===== src/rtl/capture_mem_ctrl.sv =====
// capture_mem_ctrl: sequences one acquisition into a single-port sample RAM
// (pre-trigger fill, trigger wait, post-trigger fill) and then serves
// trigger-aligned readout from the same RAM port.
//
// Build option: define TRIG_EDGE_EN to make the trigger rising-edge sensitive
// (trig registered internally). Without it the trigger is level sensitive.
module capture_mem_ctrl #(
    parameter int ADDR_W = 17,
    parameter int DATA_W = 16
) (
    input  logic              clk,
    input  logic              reset_n,
    input  logic              arm,
    input  logic [ADDR_W-1:0] pre_len,
    input  logic              sample_valid,
    input  logic [DATA_W-1:0] sample_in,
    input  logic              trig,
    input  logic              rd_en,
    input  logic [ADDR_W-1:0] rd_idx,
    output logic              rd_valid,
    output logic [DATA_W-1:0] rd_data,
    output logic              busy,
    output logic              done,
    output logic [ADDR_W-1:0] mem_address,
    output logic [DATA_W-1:0] mem_wdata,
    input  logic [DATA_W-1:0] mem_rdata,
    output logic              mem_cs,
    output logic              mem_write,
    output logic              mem_clk_en
);

    // Counter is one bit wider than an address so it can hold DEPTH itself.
    localparam int CNT_W = ADDR_W + 1;
    localparam logic [CNT_W-1:0]  DEPTH_C = {1'b1, {ADDR_W{1'b0}}};
    localparam logic [CNT_W-1:0]  CNT_ONE = {{ADDR_W{1'b0}}, 1'b1};
    localparam logic [ADDR_W-1:0] PTR_ONE = {{(ADDR_W-1){1'b0}}, 1'b1};

    typedef enum logic [2:0] {
        ST_IDLE  = 3'd0,
        ST_PRE   = 3'd1,
        ST_ARMED = 3'd2,
        ST_POST  = 3'd3,
        ST_DONE  = 3'd4
    } state_t;

    state_t              state_r;
    state_t              next_state_s;
    logic [ADDR_W-1:0]   wr_ptr_r;
    logic [CNT_W-1:0]    cnt_r;
    logic [CNT_W-1:0]    cnt_inc_s;
    logic [CNT_W-1:0]    post_target_s;
    logic [ADDR_W-1:0]   pre_len_r;
    logic [ADDR_W-1:0]   start_addr_r;
    logic                busy_r;
    logic                done_r;
    logic                trig_cond_s;
    logic                capturing_s;
    logic                wr_accept_s;
    logic                trig_fire_s;
    logic                rd_accept_s;
    logic [ADDR_W-1:0]   mem_address_r;
    logic [DATA_W-1:0]   mem_wdata_r;
    logic                mem_cs_r;
    logic                mem_write_r;
    logic                rd_pend_r;
    logic                rd_valid_r;

`ifdef TRIG_EDGE_EN
    logic                trig_q_r;

    // Previous-cycle trig, tracked every cycle so an edge during a sample gap is lost.
    always_ff @(posedge clk or negedge reset_n) begin
        if (!reset_n) begin
            trig_q_r <= 1'b0;
        end else begin
            trig_q_r <= trig;
        end
    end

    assign trig_cond_s = trig & ~trig_q_r;
`else
    assign trig_cond_s = trig;
`endif

    assign cnt_inc_s     = cnt_r + CNT_ONE;
    // Samples still to take after the trigger, including the trigger sample.
    assign post_target_s = DEPTH_C - {1'b0, pre_len_r};

    // Accept/trigger/read qualification; arm always wins over same-cycle traffic.
    always_comb begin
        capturing_s = 1'b0;
        case (state_r)
            ST_PRE, ST_ARMED, ST_POST: capturing_s = 1'b1;
            default:                   capturing_s = 1'b0;
        endcase
        wr_accept_s = sample_valid & ~arm & capturing_s;
        trig_fire_s = wr_accept_s & trig_cond_s & (state_r == ST_ARMED);
        rd_accept_s = rd_en & ~arm & (state_r == ST_DONE);
    end

    // Next-state decode of the acquisition sequence.
    always_comb begin
        next_state_s = state_r;
        case (state_r)
            ST_IDLE: next_state_s = ST_IDLE;
            ST_PRE: begin
                if (wr_accept_s && (cnt_inc_s == {1'b0, pre_len_r})) begin
                    next_state_s = ST_ARMED;
                end else begin
                    next_state_s = ST_PRE;
                end
            end
            ST_ARMED: begin
                if (trig_fire_s) begin
                    if (post_target_s == CNT_ONE) begin
                        next_state_s = ST_DONE;
                    end else begin
                        next_state_s = ST_POST;
                    end
                end else begin
                    next_state_s = ST_ARMED;
                end
            end
            ST_POST: begin
                if (wr_accept_s && (cnt_inc_s == post_target_s)) begin
                    next_state_s = ST_DONE;
                end else begin
                    next_state_s = ST_POST;
                end
            end
            ST_DONE: next_state_s = ST_DONE;
            default: next_state_s = ST_IDLE;
        endcase
        if (arm) begin
            if (pre_len == {ADDR_W{1'b0}}) begin
                next_state_s = ST_ARMED;
            end else begin
                next_state_s = ST_PRE;
            end
        end else begin
            next_state_s = next_state_s;
        end
    end

    // FSM state, write pointer, sample counter and record origin.
    always_ff @(posedge clk or negedge reset_n) begin
        if (!reset_n) begin
            state_r      <= ST_IDLE;
            busy_r       <= 1'b0;
            done_r       <= 1'b0;
            wr_ptr_r     <= {ADDR_W{1'b0}};
            cnt_r        <= {CNT_W{1'b0}};
            pre_len_r    <= {ADDR_W{1'b0}};
            start_addr_r <= {ADDR_W{1'b0}};
        end else begin
            state_r <= next_state_s;
            busy_r  <= (next_state_s == ST_PRE) || (next_state_s == ST_ARMED) ||
                       (next_state_s == ST_POST);
            done_r  <= (next_state_s == ST_DONE);
            if (arm) begin
                wr_ptr_r  <= {ADDR_W{1'b0}};
                cnt_r     <= {CNT_W{1'b0}};
                pre_len_r <= pre_len;
            end else if (wr_accept_s) begin
                wr_ptr_r <= wr_ptr_r + PTR_ONE;
                if (trig_fire_s) begin
                    cnt_r        <= CNT_ONE;
                    start_addr_r <= wr_ptr_r - pre_len_r;
                end else begin
                    cnt_r <= cnt_inc_s;
                end
            end
        end
    end

    // Registered RAM port: capture writes, or trigger-aligned reads once DONE.
    always_ff @(posedge clk or negedge reset_n) begin
        if (!reset_n) begin
            mem_address_r <= {ADDR_W{1'b0}};
            mem_wdata_r   <= {DATA_W{1'b0}};
            mem_cs_r      <= 1'b0;
            mem_write_r   <= 1'b0;
        end else if (wr_accept_s) begin
            mem_address_r <= wr_ptr_r;
            mem_wdata_r   <= sample_in;
            mem_cs_r      <= 1'b1;
            mem_write_r   <= 1'b1;
        end else if (rd_accept_s) begin
            mem_address_r <= start_addr_r + rd_idx;
            mem_cs_r      <= 1'b1;
            mem_write_r   <= 1'b0;
        end else begin
            mem_cs_r    <= 1'b0;
            mem_write_r <= 1'b0;
        end
    end

    // Read return pipeline; arm does not cancel reads already issued.
    always_ff @(posedge clk or negedge reset_n) begin
        if (!reset_n) begin
            rd_pend_r  <= 1'b0;
            rd_valid_r <= 1'b0;
        end else begin
            rd_pend_r  <= rd_accept_s;
            rd_valid_r <= rd_pend_r;
        end
    end

    assign busy        = busy_r;
    assign done        = done_r;
    assign mem_address = mem_address_r;
    assign mem_wdata   = mem_wdata_r;
    assign mem_cs      = mem_cs_r;
    assign mem_write   = mem_write_r;
    assign mem_clk_en  = 1'b1;
    assign rd_valid    = rd_valid_r;
    // RAM read data is already registered inside the RAM; it is forwarded in the
    // cycle rd_valid is high so the result lands two cycles after rd_en.
    assign rd_data     = rd_valid_r ? mem_rdata : {DATA_W{1'b0}};

endmodule

===== config.mk =====
export PLATFORM = sky130hd
export DESIGN_NAME = capture_mem_ctrl
export DESIGN_NICKNAME = d
export VERILOG_FILES = /design/src/rtl/capture_mem_ctrl.sv
export SDC_FILE = /design/constraint.sdc
export NUM_CORES = 1
export LEC_CHECK = 0
export ABC_AREA = 1
export CAP_MARGIN = 5
export CORE_MARGIN = 2
export CORE_UTILIZATION = 55
export DETAILED_ROUTE_END_ITERATION = 8
export DONT_BUFFER_PORTS = 1
export MAX_ROUTING_LAYER = met4
export PLACE_DENSITY_LB_ADDON = 0.05
export SYNTH_ARGS = -nofsm -noshare
export SYNTH_HDL_FRONTEND = slang
export SYNTH_SLANG_ARGS = --single-unit

===== constraint.sdc =====
create_clock -name clk -period 2.15 [get_ports clk]
set_input_delay 0.215 -clock clk [delete_from_list [all_inputs] [get_ports clk]]
set_output_delay 0.215 -clock clk [all_outputs]
set_load 0.02 [all_outputs]

==> impl_metrics.toml, run 1 <==
[clocking]
clock_path_buffers = 2
clock_latency_ns = 0.37
cts_tree = "yes"
numCtsBuffers = 9
path_clk_slew_ns = 0.07
clkSinkCount = 111
cts_root_buf = "clkbuf_16"
hold_buffers = 34
cts-htree-levels = 3

[timing]
slew_headroom = 0.515
maxSlewViolCount = 0
setup_violations = 9
clock.fmax_mhz = 428
tightest_slew_ns = 0.721
fin_crit_ns = 2.34
worst_hold_slack_ns = -0.463
fin_ws_ns = -0.186
timing.final.crit_share = 1.09
fin_skew_ns = 0.00695
rsz0062_at_grt = "true"
hold_viol = 111

[critical_path]
cp_top_family = "simple AND/OR/NAND/NOR gates"
setup.worst_path.end_class = "flip-flop"
crit_required_ns = 2.41
worstPathMaxFanout = 6
timing.rr.start = "pre_len_r[1]$_DFFE_PN0P_"
crit_chain = "buf_6, nor2_4, nand2_4, nor2_4, nand4_1, nand2_2, nand2_1, nand2_1, nand3_2, nor2_4, nand3_1, nand2_1, nand2_1, a21oi_2, nand2_1"
cp_common_cell = "nand2_1"
ff2ff_path_depth = 15
setup.reg_to_reg.worst_slack_ns = -0.19
cpMaxStageDelayCell = "dfrtp_1"
crit_start = "pre_len_r[1]$_DFFE_PN0P_"
rr_endpoint = "busy$_DFF_PN0_"
critPathLaunchType = "flip-flop"
worstSetupPathType = "reg -> reg"
cpPeakStageDelay_ns = 0.41
crit_cells = 15
endpoint = "busy$_DFF_PN0_"
worstPathArrival_ns = 2.59
worstPathBufferInverterCount = 1

[route]
drt_drc_violations_left = 0
vias = 7847
drtPass1Iterations = 5
wire_per_inst_um = 16.5
via_per_inst = 5.37
wirelength_um = 24200
drt_iter0_markers = 657
antenna_left = 0

[run_status]
status = "finished, violations left"
failed_checks = "hold timing, setup timing"

[global_routing]
met1_usage = 0.428
grt_start_max_net_pins = 112
grt_pass1_vias = 7325
top_usage_layer = "met2"
grt_pass1_wl_um = 36500
overflow = 0
grt_usage = 0.328
antenna_found_initial = 0
use_met2 = 0.519
grtUsageMet3 = 0.0787

[place]
port_buffers = 0
place_ws_ns = -0.204
dp_hpwl_um = 16800
gp_congestion = 0.946
place_area_um2 = 8750

[logic_synthesis]
synthDistinctLibCells = 43
synth_flop_cell = "dfrtp_1"
seq_area_frac_synth = 0.364
synth_edf_count = 0
yosys_warnings = 0
syn_nets = 1208
syn_inst = 1098
synthArstFlopShare = 1.00
netlist_area_um2 = 7620
synth_seq_cells = 111
syn_area_per_cell_um2 = 6.94

[final_layout]
area_growth_pct = 31.9
drive_above_1_share = 0.244
final_area_um2 = 10100
fin_nets = 1386
final_cell_mix = "349 x nand2_1, 148 x buf_4, 113 x inv_1"
final_common_cell = "nand2_1"

[floorplanning]
dieArea_um2 = 14800
core_area_um2 = 13700
fp-row-count = 43
die-height_um = 122
die_w_um = 122
start_util = 0.556
ioPinCount = 127

[power]
leakagePower_nw = 5.03
power_w = 0.00515
power.density_nw_per_um2 = 512
ir_drop_v = 0.000560

[worst_hold_path]
min_path_type = "in -> async"

[run]
maxCapViolations = 0
[final cells by class]
class | count | area [um2]
multi-input combinational | 835 | 4700
fill | 1126 | 3660
sequential | 111 | 2780
timing repair buffer | 190 | 1560
inverter | 129 | 484
clock buffer | 10 | 239
tap | 180 | 225
clock inverter | 5 | 66.3
antenna | 1 | 2.50
[flip-flops by register name, summed over array words and instances (netlist names)]
register / flops
wr_ptr_r: 17
mem_wdata: 16
busy: 1
state_r: 3
mem_cs: 1
cnt_r: 18
mem_write: 1
pre_len_r: 17
mem_address: 17
start_addr_r: 17
rd_valid: 1
rd_pend_r: 1
done: 1
[timing repair]
item | CTS | global route
setup endpoints to repair | 16 | 40
cloned | 0 | 0
endpoints found under the hold margin | 153 | 111
pin swaps | 21 | 63
setup buffers | 4 | 26
resized for setup | 47 | 88
[routing by layer]
metal / vias up / wire length [um]
met5: - / 0
met4: 0 / 476
met3: 29 / 1810
met2: 263 / 11400
met1: 3632 / 10400
li1: 3923 / -
[cells in the mapped netlist, types with 10 or more instances]
| cell | count | area share |
|---|---|---|
| a21oi_1 | 49 | 0.032 |
| clkbuf_1 | 17 | 0.0084 |
| dfrtp_1 | 111 | 0.36 |
| ha_1 | 36 | 0.059 |
| inv_1 | 123 | 0.061 |
| nand2_1 | 376 | 0.19 |
| nand3_1 | 70 | 0.046 |
| nand4_1 | 14 | 0.011 |
| nor2_1 | 86 | 0.042 |
| nor3_1 | 16 | 0.011 |
| o21ai_0 | 60 | 0.039 |
| o221ai_1 | 10 | 0.011 |
| o22ai_1 | 16 | 0.013 |
| xnor2_1 | 12 | 0.014 |
| xor2_1 | 20 | 0.023 |
[kinds of logic (layout without fill, tap and decap cells)]
kind of cell	after synthesis	after routing	synth area share
flip-flops	111	111	0.364
other	1	2	0.000492
XOR/XNOR	32	32	0.0368
AND/OR/NAND/NOR	597	597	0.332
AO/OA/AOI/OAI	167	167	0.125
adder cells (fa/ha/maj)	38	38	0.0643
buffers and inverters	152	334	0.0768
[how the worst min path moves through the flow]
stage | end | slack (ns) | from
4_1_cts | mem_wdata[4]$_DFFE_PN0P_ | -0.47 | reset_n
3_3_place_gp | mem_wdata[2]$_DFFE_PN0P_ | -0.08 | reset_n
5_1_grt | mem_wdata[4]$_DFFE_PN0P_ | -0.48 | reset_n
6_report | mem_wdata[4]$_DFFE_PN0P_ | -0.46 | reset_n
3_5_place_dp | mem_wdata[4]$_DFFE_PN0P_ | -0.08 | reset_n
2_1_floorplan | busy$_DFF_PN0_ | -0.08 | reset_n
[where the power goes]
part           leakage, nW  switching, W  internal, W  total, W
Combinational         3.41      0.000579     0.000454   0.00103
Clock                0.147      0.000826     0.000945   0.00177
Sequential            1.47      0.000165      0.00218   0.00235
[per-stage QoR]
stage                     hold slack [ns]  TNS, ns  utilization  std cells
after global placement            -0.0785    -1.01        0.638       1384
after CTS                          -0.470   -0.374        0.696       1437
after detailed placement          -0.0782    -1.30        0.638       1384
after global routing               -0.482    -3.45        0.733       1460
final                              -0.463    -1.15        0.733       1461
after floorplan                   -0.0806  -0.0605            -       1098
Note: power is estimated with default switching activity, not from simulation.
==> inputs of run 2 (changes only) <==
--- a/config.mk
+++ b/config.mk
@@ -8,7 +8,7 @@
 export ABC_AREA = 1
 export CAP_MARGIN = 5
 export CORE_MARGIN = 2
-export CORE_UTILIZATION = 55
+export CORE_UTILIZATION = 50
 export DETAILED_ROUTE_END_ITERATION = 8
 export DONT_BUFFER_PORTS = 1
 export MAX_ROUTING_LAYER = met4
==> impl_metrics.toml, run 2 (synthesis gave the netlist of run 1 again) <==
[final_layout]
final_area_um2 = 10100
final_cell_mix = "356 x nand2_1, 145 x buf_4, 115 x inv_1"
final_common_cell = "nand2_1"
fillers = 1307
largest_register_ffs = 18
finish.utilization = 0.673
fin_nets = 1387
regMostFlops = "cnt_r"
area_growth_pct = 32.8
final_cells = 1470
num_antenna_cells = 0
drive_above_1_share = 0.241

[global_routing]
grt_pass1_vias = 7298
grt_usage = 0.298
grt_start_max_net_pins = 112
grt_pass1_wl_um = 36900
overflow = 0
antenna_found_initial = 0

[place]
place_area_um2 = 8750
gp_congestion = 0.943
place_ws_ns = -0.232
placedCellCount = 1392
dp_hpwl_um = 17200
port_buffers = 0

[floorplanning]
die-height_um = 127
die_w_um = 127
core_area_um2 = 15000
start_util = 0.507
dieArea_um2 = 16300
ioPinCount = 127
fp-row-count = 45

[run_status]
failed_checks = "hold timing, setup timing"
status = "finished, violations left"

[timing]
clock.fmax_mhz = 436
slew_headroom = 0.605
maxSlewViolCount = 0
rsz0062_at_grt = "true"
timing.final.crit_share = 1.07
setup_violations = 7
tightest_slew_ns = 0.587
fin_skew_ns = 0.00421
hold_viol = 111
fin_ws_ns = -0.143
fin_crit_ns = 2.29
setup_tns_ns = -0.593
worst_hold_slack_ns = -0.463

[critical_path]
worstPathArrival_ns = 2.55
crit_chain = "buf_6, nor2_4, nand2_4, nor2_4, nand3_2, nand2_1, nand2_2, nor2_4, inv_1, nor2_2, nand3_2, nand2_1, nand2_1, inv_1, nand2_1, a21oi_2, nand2_1"
worstPathMaxFanout = 5
timing.rr.start = "pre_len_r[1]$_DFFE_PN0P_"
cpMaxStageDelayCell = "dfrtp_1"
ff2ff_path_depth = 17
crit_required_ns = 2.40
cp_common_cell = "nand2_1"
setup.reg_to_reg.worst_slack_ns = -0.14
cpPeakStageDelay_ns = 0.44
rr_endpoint = "busy$_DFF_PN0_"
worstSetupPathType = "reg -> reg"
critPathLaunchType = "flip-flop"
setup.worst_path.end_class = "flip-flop"

[clocking]
numCtsBuffers = 9
cts-htree-levels = 3
hold_buffers = 35
cts_root_buf = "clkbuf_16"
cts_tree = "yes"
clkSinkCount = 111
clock_path_buffers = 2
path_clk_slew_ns = 0.08
clock_latency_ns = 0.36

[route]
wirelength_um = 23700
drtPass1Iterations = 5
drt_drc_violations_left = 0
vias = 7791
via_per_inst = 5.30
wire_per_inst_um = 16.1
drt_iter0_markers = 584
antenna_left = 0

[power]
power.density_nw_per_um2 = 505
ir_drop_v = 0.000651
leakagePower_nw = 5.07

[worst_hold_path]
min_path_type = "in -> async"

[run]
maxCapViolations = 0
==> run 2: cell types whose count changed in the layout (fill, tap and decap cells not counted), sizes merged <==
cell,delta
clkinvlp,-1
diode,-1
dlygate4sd3,+1
clkinv,+1
inv,+1
==> run 2: report_power, final <==
part / leakage, nW / switching (W) / internal, W
Clock: 0.150 / 0.000835 / 0.000926
Combinational: 3.45 / 0.000560 / 0.000444
Sequential: 1.47 / 0.000167 / 0.00218
Total: 5.07 / 0.00156 / 0.00355
==> run 2: area by class of cell <==
type                    count  area, um2  share of cell area
clock buffers              10        229              0.0226
clock inverters             6       76.3             0.00754
inverters                 129        484              0.0478
multi-input cells         835       4750               0.469
flip-flops and latches    111       2780               0.275
well taps                 188        235              0.0232
repair buffers            191       1570               0.155
==> run 2: critical path, delay by kind of cell, from the launching register on <==
kind	cells	cell delay, ns
buf+inv	3	0.27
flops	1	0.44
compound gates	1	0.15
simple gates	13	1.34
==> run 2: layer usage <==
layer | global-route usage | wire length [um] | vias up
li1 | - | - | 3938
met1 | 0.407 | 11000 | 3602
met2 | 0.468 | 11000 | 223
met3 | 0.0448 | 1270 | 28
met4 | 0.0795 | 429 | 0
met5 | - | 0 | -
==> run 2: worst max-delay path by stage <==
stage                                     start                           to  slack, ns  depth (start not counted)
global route           pre_len_r[1]$_DFFE_PN0P_               busy$_DFF_PN0_      -0.28                         17
global placement    start_addr_r[0]$_DFFE_PN0P_  mem_address[14]$_DFFE_PN0P_      -0.17                         15
floorplan           start_addr_r[0]$_DFFE_PN0P_  mem_address[14]$_DFFE_PN0P_      -0.06                         15
finish                 pre_len_r[1]$_DFFE_PN0P_               busy$_DFF_PN0_      -0.14                         17
CTS                    pre_len_r[1]$_DFFE_PN0P_               busy$_DFF_PN0_      -0.07                         17
detailed placement  start_addr_r[0]$_DFFE_PN0P_  mem_address[14]$_DFFE_PN0P_      -0.23                         15
==> run 2: stage by stage <==
stage / total power, W / hold slack (ns)
after global placement: 0.00319 / -0.0780
after CTS: 0.00508 / -0.476
after floorplan: 0.00287 / -0.0806
after global routing: 0.00535 / -0.481
after detailed placement: 0.00320 / -0.0783
final: 0.00511 / -0.463
==> run 2: what timing repair did <==
| item | in CTS | in global routing |
|---|---|---|
| endpoints found under the hold margin | 153 | 111 |
| resized for setup | 54 | 84 |
| pin swaps | 20 | 40 |
| setup buffers | 8 | 21 |
| setup endpoints to repair | 14 | 27 |
==> inputs of run 3 (changes only) <==
--- a/config.mk
+++ b/config.mk
@@ -11,8 +11,10 @@
 export CORE_UTILIZATION = 50
 export DETAILED_ROUTE_END_ITERATION = 8
 export DONT_BUFFER_PORTS = 1
+export HOLD_SLACK_MARGIN = 0.08
 export MAX_ROUTING_LAYER = met4
 export PLACE_DENSITY_LB_ADDON = 0.05
+export REMOVE_ABC_BUFFERS = 1
 export SYNTH_ARGS = -nofsm -noshare
 export SYNTH_HDL_FRONTEND = slang
 export SYNTH_SLANG_ARGS = --single-unit
==> impl_metrics.toml, run 3 (synthesis gave the netlist of run 1 again) <==
[route]
wirelength_um = 23500
antenna_left = 0
drtPass1Iterations = 5
drt_drc_violations_left = 0
wire_per_inst_um = 15.9
drt_iter0_markers = 512
vias = 7801
via_per_inst = 5.28

[clocking]
hold_buffers = 35
cts_tree = "yes"
clock_latency_ns = 0.36
cts-htree-levels = 3
clkSinkCount = 111
numCtsBuffers = 9
cts_root_buf = "clkbuf_16"
clock_path_buffers = 2
path_clk_slew_ns = 0.08

[global_routing]
grt_usage = 0.296
overflow = 0
use_met2 = 0.467
grt_pass1_wl_um = 36600
grt_pass1_vias = 7341
grtUsageMet3 = 0.0624
antenna_found_initial = 0
met1_usage = 0.397
top_usage_layer = "met2"
grt_start_max_net_pins = 112

[critical_path]
cpPeakStageDelay_ns = 0.42
worstPathMaxFanout = 5
crit_chain = "buf_6, nor2_4, nand2_4, nor2_4, nand2_2, nand2_1, nand2_1, nor3_2, nand3_1, inv_1, nand3_1, nand2_1, nand2_1, inv_1, nand2_1, a21oi_2, nand2_1"
critPathLaunchType = "flip-flop"
cpMaxStageDelayCell = "dfrtp_1"
setup.worst_path.end_class = "flip-flop"
worstSetupPathType = "reg -> reg"
worstPathArrival_ns = 2.61
crit_required_ns = 2.40
cp_common_cell = "nand2_1"

[final_layout]
finish.utilization = 0.674
drive_above_1_share = 0.243
fillers = 1340
final_common_cell = "nand2_1"
largest_register_ffs = 18
final_cell_mix = "349 x nand2_1, 152 x buf_4, 113 x inv_1"
regMostFlops = "cnt_r"
fin_nets = 1393
final_area_um2 = 10100
area_growth_pct = 32.8

[place]
port_buffers = 0
place_area_um2 = 8830
gp_congestion = 0.976
dp_hpwl_um = 16900

[power]
p_comb_frac = 0.195
power.density_nw_per_um2 = 493
ir_drop_v = 0.000419
p_seq_frac = 0.470
pwr-share-clk = 0.335
power_w = 0.00499
switching_share = 0.316
leakagePower_nw = 5.10
p_int_w = 0.00341
switching_power_w = 0.00158

[floorplanning]
core_area_um2 = 15000
die-height_um = 127
die_w_um = 127
fp-row-count = 45
dieArea_um2 = 16300
ioPinCount = 127
start_util = 0.507

[timing]
rsz0062_at_grt = "true"
slew_headroom = 0.609
setup_violations = 8
fin_ws_ns = -0.205
setup_tns_ns = -1.15
maxSlewViolCount = 0
fin_skew_ns = 0.00706
timing.final.crit_share = 1.10
tightest_slew_ns = 0.587
worst_hold_slack_ns = -0.462
hold_viol = 111
fin_crit_ns = 2.36
clock.fmax_mhz = 425

[worst_hold_path]
min_path_type = "in -> async"

[run_status]
status = "finished, violations left"
failed_checks = "hold timing, setup timing"

[run]
maxCapViolations = 0
run 3: cell types whose count changed in the layout (fill, tap and decap cells not counted), moves of 3 or more:
cell / change
nand2_2: +8
buf_6: -3
a21oi_2: -4
buf_4: +7
nand2_1: -7
nand3_2: -3
nand3_1: +3
a21oi_1: +3
run 3: what timing repair did:
| item | in CTS | in global routing |
|---|---|---|
| endpoints found under the hold margin | 157 | 111 |
| setup buffers | 11 | 13 |
| setup endpoints to repair | 21 | 25 |
| pin swaps | 27 | 37 |
| gates resized for setup | 79 | 67 |
run 3: layer usage:
layer	part of all wire	vias to the layer above	wire (um)
li1	-	3942	-
met1	0.47	3642	11100
met2	0.47	195	11000
met3	0.052	22	1220
met4	0.012	0	288
met5	0	-	0
run 3: worst paths after layout:
check,cells after the start,slack (ns),endpoint,start
max,17,-0.21,busy$_DFF_PN0_,pre_len_r[2]$_DFFE_PN0P_
min,0,-0.46,mem_address[3]$_DFFE_PN0P_,reset_n
max reg2reg,17,-0.21,busy$_DFF_PN0_,pre_len_r[2]$_DFFE_PN0P_
min reg2reg,0,0.35,rd_valid$_DFF_PN0_,rd_pend_r$_DFF_PN0_
max in group asynchronous,0,2.39,cnt_r[2]$_DFFE_PN0P_,reset_n
min in group clk,2,0.14,state_r[2]$_DFF_PN0_,arm
run 3: cell type report:
type / count / area, um2 / area share
diodes: 2 / 5.00 / 0.000494
multi-input cells: 835 / 4710 / 0.465
clock buffers: 9 / 225 / 0.0222
repair buffers: 197 / 1630 / 0.161
inverters: 129 / 484 / 0.0478
well taps: 188 / 235 / 0.0232
clock inverters: 6 / 53.8 / 0.00531
flip-flops and latches: 111 / 2780 / 0.274
run 3: per-stage QoR:
| step | hold slack, ns | instances | setup WS, ns |
|---|---|---|---|
| floorplan | -0.0806 | 1075 | -0.422 |
| global placement | -0.0780 | 1404 | -0.473 |
| detailed placement | -0.0780 | 1404 | -0.567 |
| CTS | -0.469 | 1464 | -0.0807 |
| global route | -0.476 | 1475 | -0.364 |
| finish | -0.462 | 1477 | -0.205 |
run 3: power by group through the flow:
stage	sequential [W]	clock (W)	combinational [W]
final	0.00234	0.00167	0.000973
after CTS	0.00234	0.00170	0.000911
after floorplan	0.00237	0	0.000476
after detailed placement	0.00238	0	0.000805
after global placement	0.00238	0	0.000796
after global routing	0.00235	0.00178	0.00108
run 3: critical path: cells and delay by family (launching register included):
kind,cells,cell delay [ns]
and+or+nand+nor,13,1.39
AOI/OAI and AO/OA,1,0.16
buffers and inverters,3,0.26
DFF,1,0.42
